## src/rtl/bar_viz_pkg.sv

```systemverilog
// Shared height types, FSM encoding and saturating helpers for the bar visualiser.
// Imported by the height tracker, the peak-hold cells and the colour mapper.
package bar_viz_pkg;

  localparam int unsigned NUM_BARS       = 10;
  localparam int unsigned H_W            = 10;
  localparam int unsigned IDX_W          = 4;
  localparam int unsigned HOLD_FRAMES_DEF = 30;

  typedef logic [H_W-1:0] height_t;
  typedef height_t height_arr_t [NUM_BARS];

  typedef enum logic [1:0] {
    IDLE  = 2'd0,
    LATCH = 2'd1,
    DECAY = 2'd2
  } tracker_state_t;

  // Subtract without wrapping below zero.
  function automatic height_t sat_sub(height_t a, height_t b);
    return (a > b) ? height_t'(a - b) : '0;
  endfunction

endpackage

```

## src/rtl/bar_peak_hold.sv

```systemverilog
// Per-band peak marker: captures new maxima, holds them for HOLD_FRAMES latches,
// then falls by DECAY_STEP per latch but never below the live work height.
module bar_peak_hold
  import bar_viz_pkg::*;
#(
  parameter int unsigned DECAY_STEP  = 8,
  parameter int unsigned HOLD_FRAMES = HOLD_FRAMES_DEF
) (
  input  logic    clk_i,
  input  logic    rst_i,
  input  logic    latch_i,
  input  height_t work_i,
  output height_t peak_o
);

  localparam int unsigned HOLD_W = $clog2(HOLD_FRAMES + 1);

  height_t             peak_q, peak_d;
  height_t             decayed;
  logic [HOLD_W-1:0]   hold_q, hold_d;

  always_comb begin
    peak_d  = peak_q;
    hold_d  = hold_q;
    decayed = sat_sub(peak_q, H_W'(DECAY_STEP));
    if (latch_i) begin
      if (work_i >= peak_q) begin
        peak_d = work_i;
        hold_d = HOLD_W'(HOLD_FRAMES);
      end else if (hold_q != '0) begin
        hold_d = hold_q - HOLD_W'(1);
      end else begin
        peak_d = (decayed > work_i) ? decayed : work_i;
      end
    end
  end

  always_ff @(posedge clk_i or posedge rst_i) begin
    if (rst_i) begin
      peak_q <= '0;
      hold_q <= '0;
    end else begin
      peak_q <= peak_d;
      hold_q <= hold_d;
    end
  end

  assign peak_o = peak_q;

endmodule

```

## src/rtl/bar_height_tracker.sv

```systemverilog
// Turns per-band magnitudes into frame-stable bar heights (instant attack, linear decay, clip).
// Define BAR_PEAK_HOLD_EN to build per-band peak markers; otherwise peak_height_o is 0.
module bar_height_tracker
  import bar_viz_pkg::*;
#(
  parameter int unsigned MAG_W      = 16,
  parameter int unsigned MAG_SHIFT  = 6,
  parameter int unsigned MAX_HEIGHT = 470,
  parameter int unsigned DECAY_STEP = 8
) (
  input  logic              clk_i,
  input  logic              rst_i,
  input  logic              band_valid_i,
  output logic              band_ready_o,
  input  logic [IDX_W-1:0]  band_idx_i,
  input  logic [MAG_W-1:0]  band_mag_i,
  input  logic              frame_start_i,
  output height_arr_t       bar_height_o,
  output height_arr_t       peak_height_o,
  output logic              frame_done_o,
  output logic              overrun_o,
  output logic              bad_idx_o
);

  tracker_state_t     state_q, state_d;
  height_arr_t        work_q, work_d;
  height_arr_t        bar_q, bar_d;
  logic [IDX_W-1:0]   cnt_q, cnt_d;
  logic               ready_q;
  logic               done_q, done_d;
  logic               ovr_q, ovr_d;
  logic               bad_q, bad_d;

  logic [MAG_W-1:0]   shifted;
  height_t            scaled;
  logic               accept;
  logic               idx_ok;

  // Clip at full width so oversized magnitudes saturate instead of aliasing.
  always_comb begin
    shifted = band_mag_i >> MAG_SHIFT;
    scaled  = (shifted > MAG_W'(MAX_HEIGHT)) ? H_W'(MAX_HEIGHT) : H_W'(shifted);
    accept  = band_valid_i && ready_q;
    idx_ok  = band_idx_i < IDX_W'(NUM_BARS);
  end

  always_comb begin
    state_d = state_q;
    cnt_d   = cnt_q;
    work_d  = work_q;
    bar_d   = bar_q;
    done_d  = 1'b0;
    ovr_d   = ovr_q;
    bad_d   = bad_q;

    case (state_q)
      IDLE: begin
        if (accept) begin
          if (idx_ok) begin
            if (scaled > work_q[band_idx_i]) begin
              work_d[band_idx_i] = scaled;
            end
          end else begin
            bad_d = 1'b1;
          end
        end
        if (frame_start_i) begin
          state_d = LATCH;
        end
      end
      LATCH: begin
        bar_d   = work_q;
        cnt_d   = '0;
        state_d = DECAY;
      end
      DECAY: begin
        work_d[cnt_q] = sat_sub(work_q[cnt_q], H_W'(DECAY_STEP));
        if (cnt_q == IDX_W'(NUM_BARS - 1)) begin
          state_d = IDLE;
          done_d  = 1'b1;
        end else begin
          cnt_d = cnt_q + IDX_W'(1);
        end
      end
      default: begin
        state_d = IDLE;
      end
    endcase

    // A frame pulse during an update is dropped; the update itself carries on.
    if (frame_start_i && (state_q != IDLE)) begin
      ovr_d = 1'b1;
    end
  end

  always_ff @(posedge clk_i or posedge rst_i) begin
    if (rst_i) begin
      state_q <= IDLE;
      cnt_q   <= '0;
      work_q  <= '{default: '0};
      bar_q   <= '{default: '0};
      ready_q <= 1'b1;
      done_q  <= 1'b0;
      ovr_q   <= 1'b0;
      bad_q   <= 1'b0;
    end else begin
      state_q <= state_d;
      cnt_q   <= cnt_d;
      work_q  <= work_d;
      bar_q   <= bar_d;
      ready_q <= (state_d == IDLE);
      done_q  <= done_d;
      ovr_q   <= ovr_d;
      bad_q   <= bad_d;
    end
  end

  assign band_ready_o = ready_q;
  assign bar_height_o = bar_q;
  assign frame_done_o = done_q;
  assign overrun_o    = ovr_q;
  assign bad_idx_o    = bad_q;

`ifdef BAR_PEAK_HOLD_EN
  logic latch_c;
  assign latch_c = (state_q == LATCH);

  for (genvar i = 0; i < NUM_BARS; i++) begin : g_peak
    bar_peak_hold #(
      .DECAY_STEP (DECAY_STEP)
    ) u_peak (
      .clk_i   (clk_i),
      .rst_i   (rst_i),
      .latch_i (latch_c),
      .work_i  (work_q[i]),
      .peak_o  (peak_height_o[i])
    );
  end
`else
  assign peak_height_o = '{default: '0};
`endif

endmodule
```

## config.mk

```make
export PLATFORM = sky130hd
export DESIGN_NAME = bar_height_tracker
export DESIGN_NICKNAME = d
export VERILOG_FILES = /design/src/rtl/bar_viz_pkg.sv /design/src/rtl/bar_peak_hold.sv /design/src/rtl/bar_height_tracker.sv
export SDC_FILE = /design/constraint.sdc
export NUM_CORES = 1
export LEC_CHECK = 0
export BUFFER_PORTS_ARGS = -buffer_cell sky130_fd_sc_hd__buf_2
export CAP_MARGIN = 15
export CORE_MARGIN = 1.5
export CORE_UTILIZATION = 42
export DETAILED_ROUTE_END_ITERATION = 12
export SYNTH_ARGS = -nofsm -noshare
export SYNTH_HDL_FRONTEND = slang
export SYNTH_HIERARCHICAL = 1
export SYNTH_SLANG_ARGS = --single-unit
```

## constraint.sdc

```tcl
create_clock -name clk_i -period 17 [get_ports clk_i]
set_clock_uncertainty 0.05 [all_clocks]
set_input_delay 1.7 -clock clk_i [delete_from_list [all_inputs] [get_ports clk_i]]
set_output_delay 1.7 -clock clk_i [all_outputs]
set_load 0.005 [all_outputs]
```

## Word level (Yosys, flattened, before mapping)

Cells that the tools add are included.

| word-level totals | value |
|---|---|
| register bits after elaboration | 210 |
| bits of input ports | 24 |
| output and inout bits | 204 |
| word-level logic and storage cells | 83 |

| cells by class | value |
|---|---|
| add/sub/neg operators | 2 |
| order comparisons | 8 |
| eq/ne operators | 7 |
| multiplexer cells | 25 |
| bitwise operators | 3 |
| reductions and logical operators | 12 |

Operators with widths:

| operator | number |
|---|---|
| $mux W100 | 3 |
| $bwmux W100 | 2 |
| $pmux W100 S2 | 1 |
| $bmux W10 S4 | 2 |
| $demux W10 S4 | 2 |
| $mux W10 | 8 |
| $ge A5 B5 Y1 const B | 2 |
| $gt A10 B10 Y1 | 1 |
| $gt A10 B4 Y1 const B | 1 |
| $gt A10 B9 Y1 const B | 1 |
| $lt A5 B1 Y1 const B | 2 |
| $not A4 Y5 | 2 |
| $sub A10 B4 Y10 const B | 1 |
| $ne A2 B2 Y1 const B | 4 |
| $pmux W4 S2 | 1 |
| $pmux W2 S3 | 1 |
| $reduce_bool A2 Y1 | 3 |
| $add A4 B1 Y4 const B | 1 |
| $eq A4 B4 Y1 const B | 1 |
| $logic_and A1 B1 Y1 | 4 |
| $logic_not A2 Y1 | 2 |
| $lt A4 B4 Y1 const B | 1 |
| $mux W2 | 2 |
| $mux W4 | 1 |
| other kinds (7) | 8 |

## Longest topological paths before layout

| depth | value |
|---|---|
| depth in word-level cells | 10 |
| depth in mapped cells | 18 |
| gate-level depth less buffers | 14 |

## Worst setup path before layout

OpenSTA, ideal clock, no wires.

| timing | value |
|---|---|
| kind | input port to flip-flop |
| start point | in band_idx_i[0] |
| end point | reg work_q[57] in the netlist's numbering |
| data arrival time | 5.618 ns |
| data required time | 16.814 ns |
| path slack | 11.196 ns |
| cell stages on the path | 18 |
| path through | buf_2 > clkbuf_1 > buf_1 > clkbuf_1 > mux4_2 > mux2i_1 > nor2_1 > a221oi_1 > ha_1 > nand4_1 > nor3_1 > and4_1 > or3_1 > a22oi_2 > buf_4 > nand2_2 > a32oi_1 > o21ai_0 |

| on the way | value |
|---|---|
| longest elaborated chain between the ends | 10 |
| elaborated cells between the ends (all ways) | 19 |
| classes of those cells | order compare: 4; eq/ne: 2; mux: 10; bitwise: 1; reduce/logical: 2 |

Ends and longest elaborated chain:

| element | line | text |
|---|---|---|
| start, declared | bar_height_tracker.sv:15 | `input logic [IDX_W-1:0] band_idx_i,` |
| branches (longest 10 deep; another with $gt A10 B10 Y1) | - |  |
| end signal, assigned | bar_height_tracker.sv:109 | `work_q <= work_d;` |
| end, declared | bar_height_tracker.sv:26 | `height_arr_t work_q, work_d;` |

Parallel ways; which one is timed is not known. The select of a mux whose other input is x is not followed.
A chain may end at the register's enable or synchronous reset.

## Final worst setup path

| timing | value |
|---|---|
| start point | in band_idx_i[0] |
| end point | reg work_q[32] in the netlist's numbering |

Same word-level chain as after synthesis.

==> qor.log <==
qor: outcome.outcome completed
qor: sta.hold_ws 0.4141 ns
qor: global_route.grt_use_total 25.65%
qor: finish.fin_util 46.82%
qor: pwr.design_power_total 2.755 mW
qor: clock_tree.tritoncts_clock_tree built
qor: placed_design.dpl_cell_area 0.01220 sq mm
qor: sta.layout_setup_ws 10.65 ns
qor: sta.fmax 157.5 MHz
qor: synthesis.ys.flop_type dfrtp_1
qor: clock_tree.clock_tree.htree_level_count 1
qor: min_path.min_path_cells 1
qor: setup_path.worst-path-max-fanout 67
qor: clock_tree.clk_path_buf_depth 3
qor: setup_path.critical_path_required 17.36 ns
qor: finish.syn_to_final_growth 10.18%
qor: sta.timing.final.crit_period 6.349 ns
qor: die.floorplan.initialDensity 42.49%
qor: synthesis.async_flop_share 100.0%
qor: min_path.hold_path_startpoint overrun_o
qor: synthesis.syn_area_per_cell 9.340 sq um
qor: clock_tree.cts_inserted_buffers 23
qor: die.floorplan.rows 61
qor: finish.footprint_of_the_multi_input_gates 0.005718 sq mm
qor: route.route.detailed.wl_per_inst 21.22 um
qor: setup_path.worstSetupPathType in -> reg
qor: finish.post_route_cells_drive_above_1_share 16.20%
qor: setup_path.cp-end-kind flip-flop
qor: synthesis.netlist_area 0.01174 sq mm
qor: die.std_cell_core_area 0.02763 sq mm
qor: pwr.total_leakage_power 6.141 nW
qor: synthesis.synth_area_leader_cell dfrtp_1
qor: placed_design.place.port_buffers 121
qor: setup_path.critPathArrivalTime 6.71 ns
qor: setup_path.cp-startpoint band_idx_i[0]
qor: setup_path.rr_endpoint work_q[32]
qor: route.detailedRoute.firstIterationViolations 1073
qor: global_route.wire_length_of_the_first_global_routing_pass 56730 um
qor: route.via_count 9860
qor: die.num_io_pins 228
qor: placed_design.post_place_setup_slack 10.26 ns
qor: route.drt_first_pass_iters 6
qor: setup_path.critical_path.startpoint_type input pin
qor: pwr.cellPowerDensity 213.0 mW/mm^2
qor: placed_design.place_inst 1691
qor: synthesis.synth.distinct_cells 69
qor: synthesis.cells_after_synthesis 1257
qor: placed_design.routabilityCongestion 0.9988
qor: die.floorplan.die_area 0.02896 sq mm
qor: sta.grt_setup_unrepaired false
qor: pwr.worst_vdd_drop 108.2 uV
qor: global_route.grt_max_degree 139
qor: clock_tree.skew_pair_late_insertion_delay 0.52 ns
qor: clock_tree.tritoncts_sinks 210
qor: finish.post-route-cell-area 0.01293 sq mm
qor: finish.final-seq-area 0.005258 sq mm
qor: die.die_height 170.2 um
qor: job.max_cap_viol_count 0
qor: route.vias_per_cell 5.699
qor: sta.worst-slew-pin-transition 1.268 ns
qor: finish.post_layout_nonfiller_instances 1730
qor: synthesis.yosysWarnings 6
qor: die.die_width 170.2 um
qor: global_route.globalRoute.totalOverflow 0
qor: synthesis.synth_edf_count 0
qor: min_path.min_path_type reg -> reg
qor: synthesis.netlist_top_cells_area dfrtp_1 (45%), nand2_1 (12%), buf_4 (6.7%), a22o_1 (3.7%), mux2i_1 (3.5%)
qor: setup_path.worst_reg_to_reg_path_cell_count 14
qor: setup_path.worst-r2r-setup-slack 12.39 ns
qor: clock_tree.clk_pin_slew_worst_paths 0.06 ns
qor: route.detail_route.wirelength 36720 um
qor: sta.max-slew-margin-rel 15.13%
qor: placed_design.post-dp-hpwl 25700 um
qor: finish.fin_nets 1377
qor: synthesis.synth_seq_cells 210
qor: clock_tree.cts-root-buf clkbuf_16
qor: clock_tree.cts.repair.resized 0
qor: clock_tree.postCtsSetupRepairBufs 0
qor: setup_path.rr_startpoint work_q[60]
qor: global_route.via_count_of_the_first_global_routing_pass 9368
qor: finish.fill_cells 2774
qor: min_path.hold-path-endpoint overrun_o
qor: route.count_of_nets_left_with_antenna_violations_after_detail_routing 0
qor: finish.antenna_cells_inserted 0
qor: sta.totalNegativeSetupSlack 0 ns
qor: clock_tree.cts_hold_buffers 0
qor: synthesis.synth-seq-area-share 44.77%
qor: sta.maxSlewViolCount 0
qor: sta.layout_worst_path_cycle_share 37.35%
qor: sta.report.final.hold_viol_count 0
qor: global_route.antenna_found_initial 0
qor: sta.report.final.setup_viol 0
qor: synthesis.synth.top_cell.area_share 44.55%
qor: route.detail_route.drc_violations 0
[worst max-delay path by stage]
stage / to / cells after the start
2_1_floorplan: bad_idx_o / 1
3_3_place_gp: work_q[31] / 15
6_report: work_q[32] / 15
3_5_place_dp: work_q[32] / 15
4_1_cts: work_q[32] / 15
5_1_grt: work_q[32] / 15
[critical path: stages]
cell and delay (ns):
buf_2 0.72, nand2b_1 0.19, nor2_1 0.62, a22oi_1 0.21, o21ai_0 0.19, o21ai_0 0.15, ha_1 0.33, nand4_1 0.17
a211o_1 0.28, nor4bb_1 0.39, nor4b_1 0.11, a22oi_2 0.19, buf_4 0.63, nand2_1 0.41, a22o_1 0.33
[cells in the final DEF (no fill, tap or decap), drive strengths merged, types with 14 or more instances in the layout]
cell type    n
conb       101
mux2i       41
a22oi       17
nor2        40
o32ai       29
mux4        18
o21ai       51
nand3       18
inv         17
o22ai       28
a22o        50
dfrtp      209
clkbuf      32
buf        132
ha          14
nand2      374
mux2        19
[cell type report]
| type | instances | area share (%) |
|---|---|---|
| Clock buffer | 32 | 5.020 |
| Clock inverter | 6 | 0.4740 |
| Inverter | 18 | 0.5804 |
| Multi-Input combinational cell | 954 | 44.21 |
| Sequential cell | 210 | 40.65 |
| Tap cell | 378 | 3.656 |
| Timing Repair Buffer | 132 | 5.417 |
[cell families (layout without fill, tap and decap cells)]
| logic type | Yosys count | in the layout | share of synthesized area, % |
|---|---|---|---|
| xor gates and xnor gates | 6 | 6 | 0.4477 |
| muxes | 78 | 78 | 8.803 |
| buffers and inverters | 193 | 188 | 9.848 |
| other | 1 | 101 | 0.03194 |
| DFF | 210 | 210 | 44.77 |
| adders and majority gates | 14 | 14 | 1.492 |
| and+or+nand+nor | 483 | 483 | 17.21 |
| AOI/OAI and AO/OA | 272 | 272 | 17.39 |
[report_power, final]
| part | leakage, nW | switching [mW] | internal (mW) |
|---|---|---|---|
| registers | 2.44 | 0.275 | 0.742 |
| logic | 3.35 | 0.785 | 0.474 |
| clock network | 0.349 | 0.199 | 0.280 |
[state kept, by name, indices dropped and copies added, names as in the netlist]
signal        cells
band_ready_o      1
bar_height_o    100
state_q           2
cnt_q             4
work_q          100
overrun_o         1
bad_idx_o         1
frame_done_o      1
[Yosys cell counts, types with 3 or more instances]
master,count
a211oi_1,3
a21o_1,12
a21oi_1,4
a221oi_1,13
a22o_1,50
a22oi_1,16
a31oi_1,5
a32oi_1,11
and2_1,4
buf_1,9
buf_2,12
buf_4,105
buf_6,3
clkbuf_1,46
dfrtp_1,209
ha_1,14
inv_1,16
mux2_2,17
mux2i_1,41
mux4_2,18
nand2_1,368
nand2_4,4
nand2b_1,9
nand3_1,18
nor2_1,39
nor2b_1,8
nor3_1,6
nor3b_1,7
o211ai_1,12
o21a_1,10
o21ai_0,49
o221ai_1,13
o22ai_1,28
o32ai_1,29
or3_1,3
xnor2_1,3
xor2_1,3
[per-layer routing]
metal | global-route usage [%] | wire [um]
met1 | 36.85 | 16200
met2 | 37.90 | 15790
met3 | 4.698 | 3125
met4 | 10.85 | 1602
met5 | 0 | 0
No activity file was read; power rests on OpenSTA's default activity.
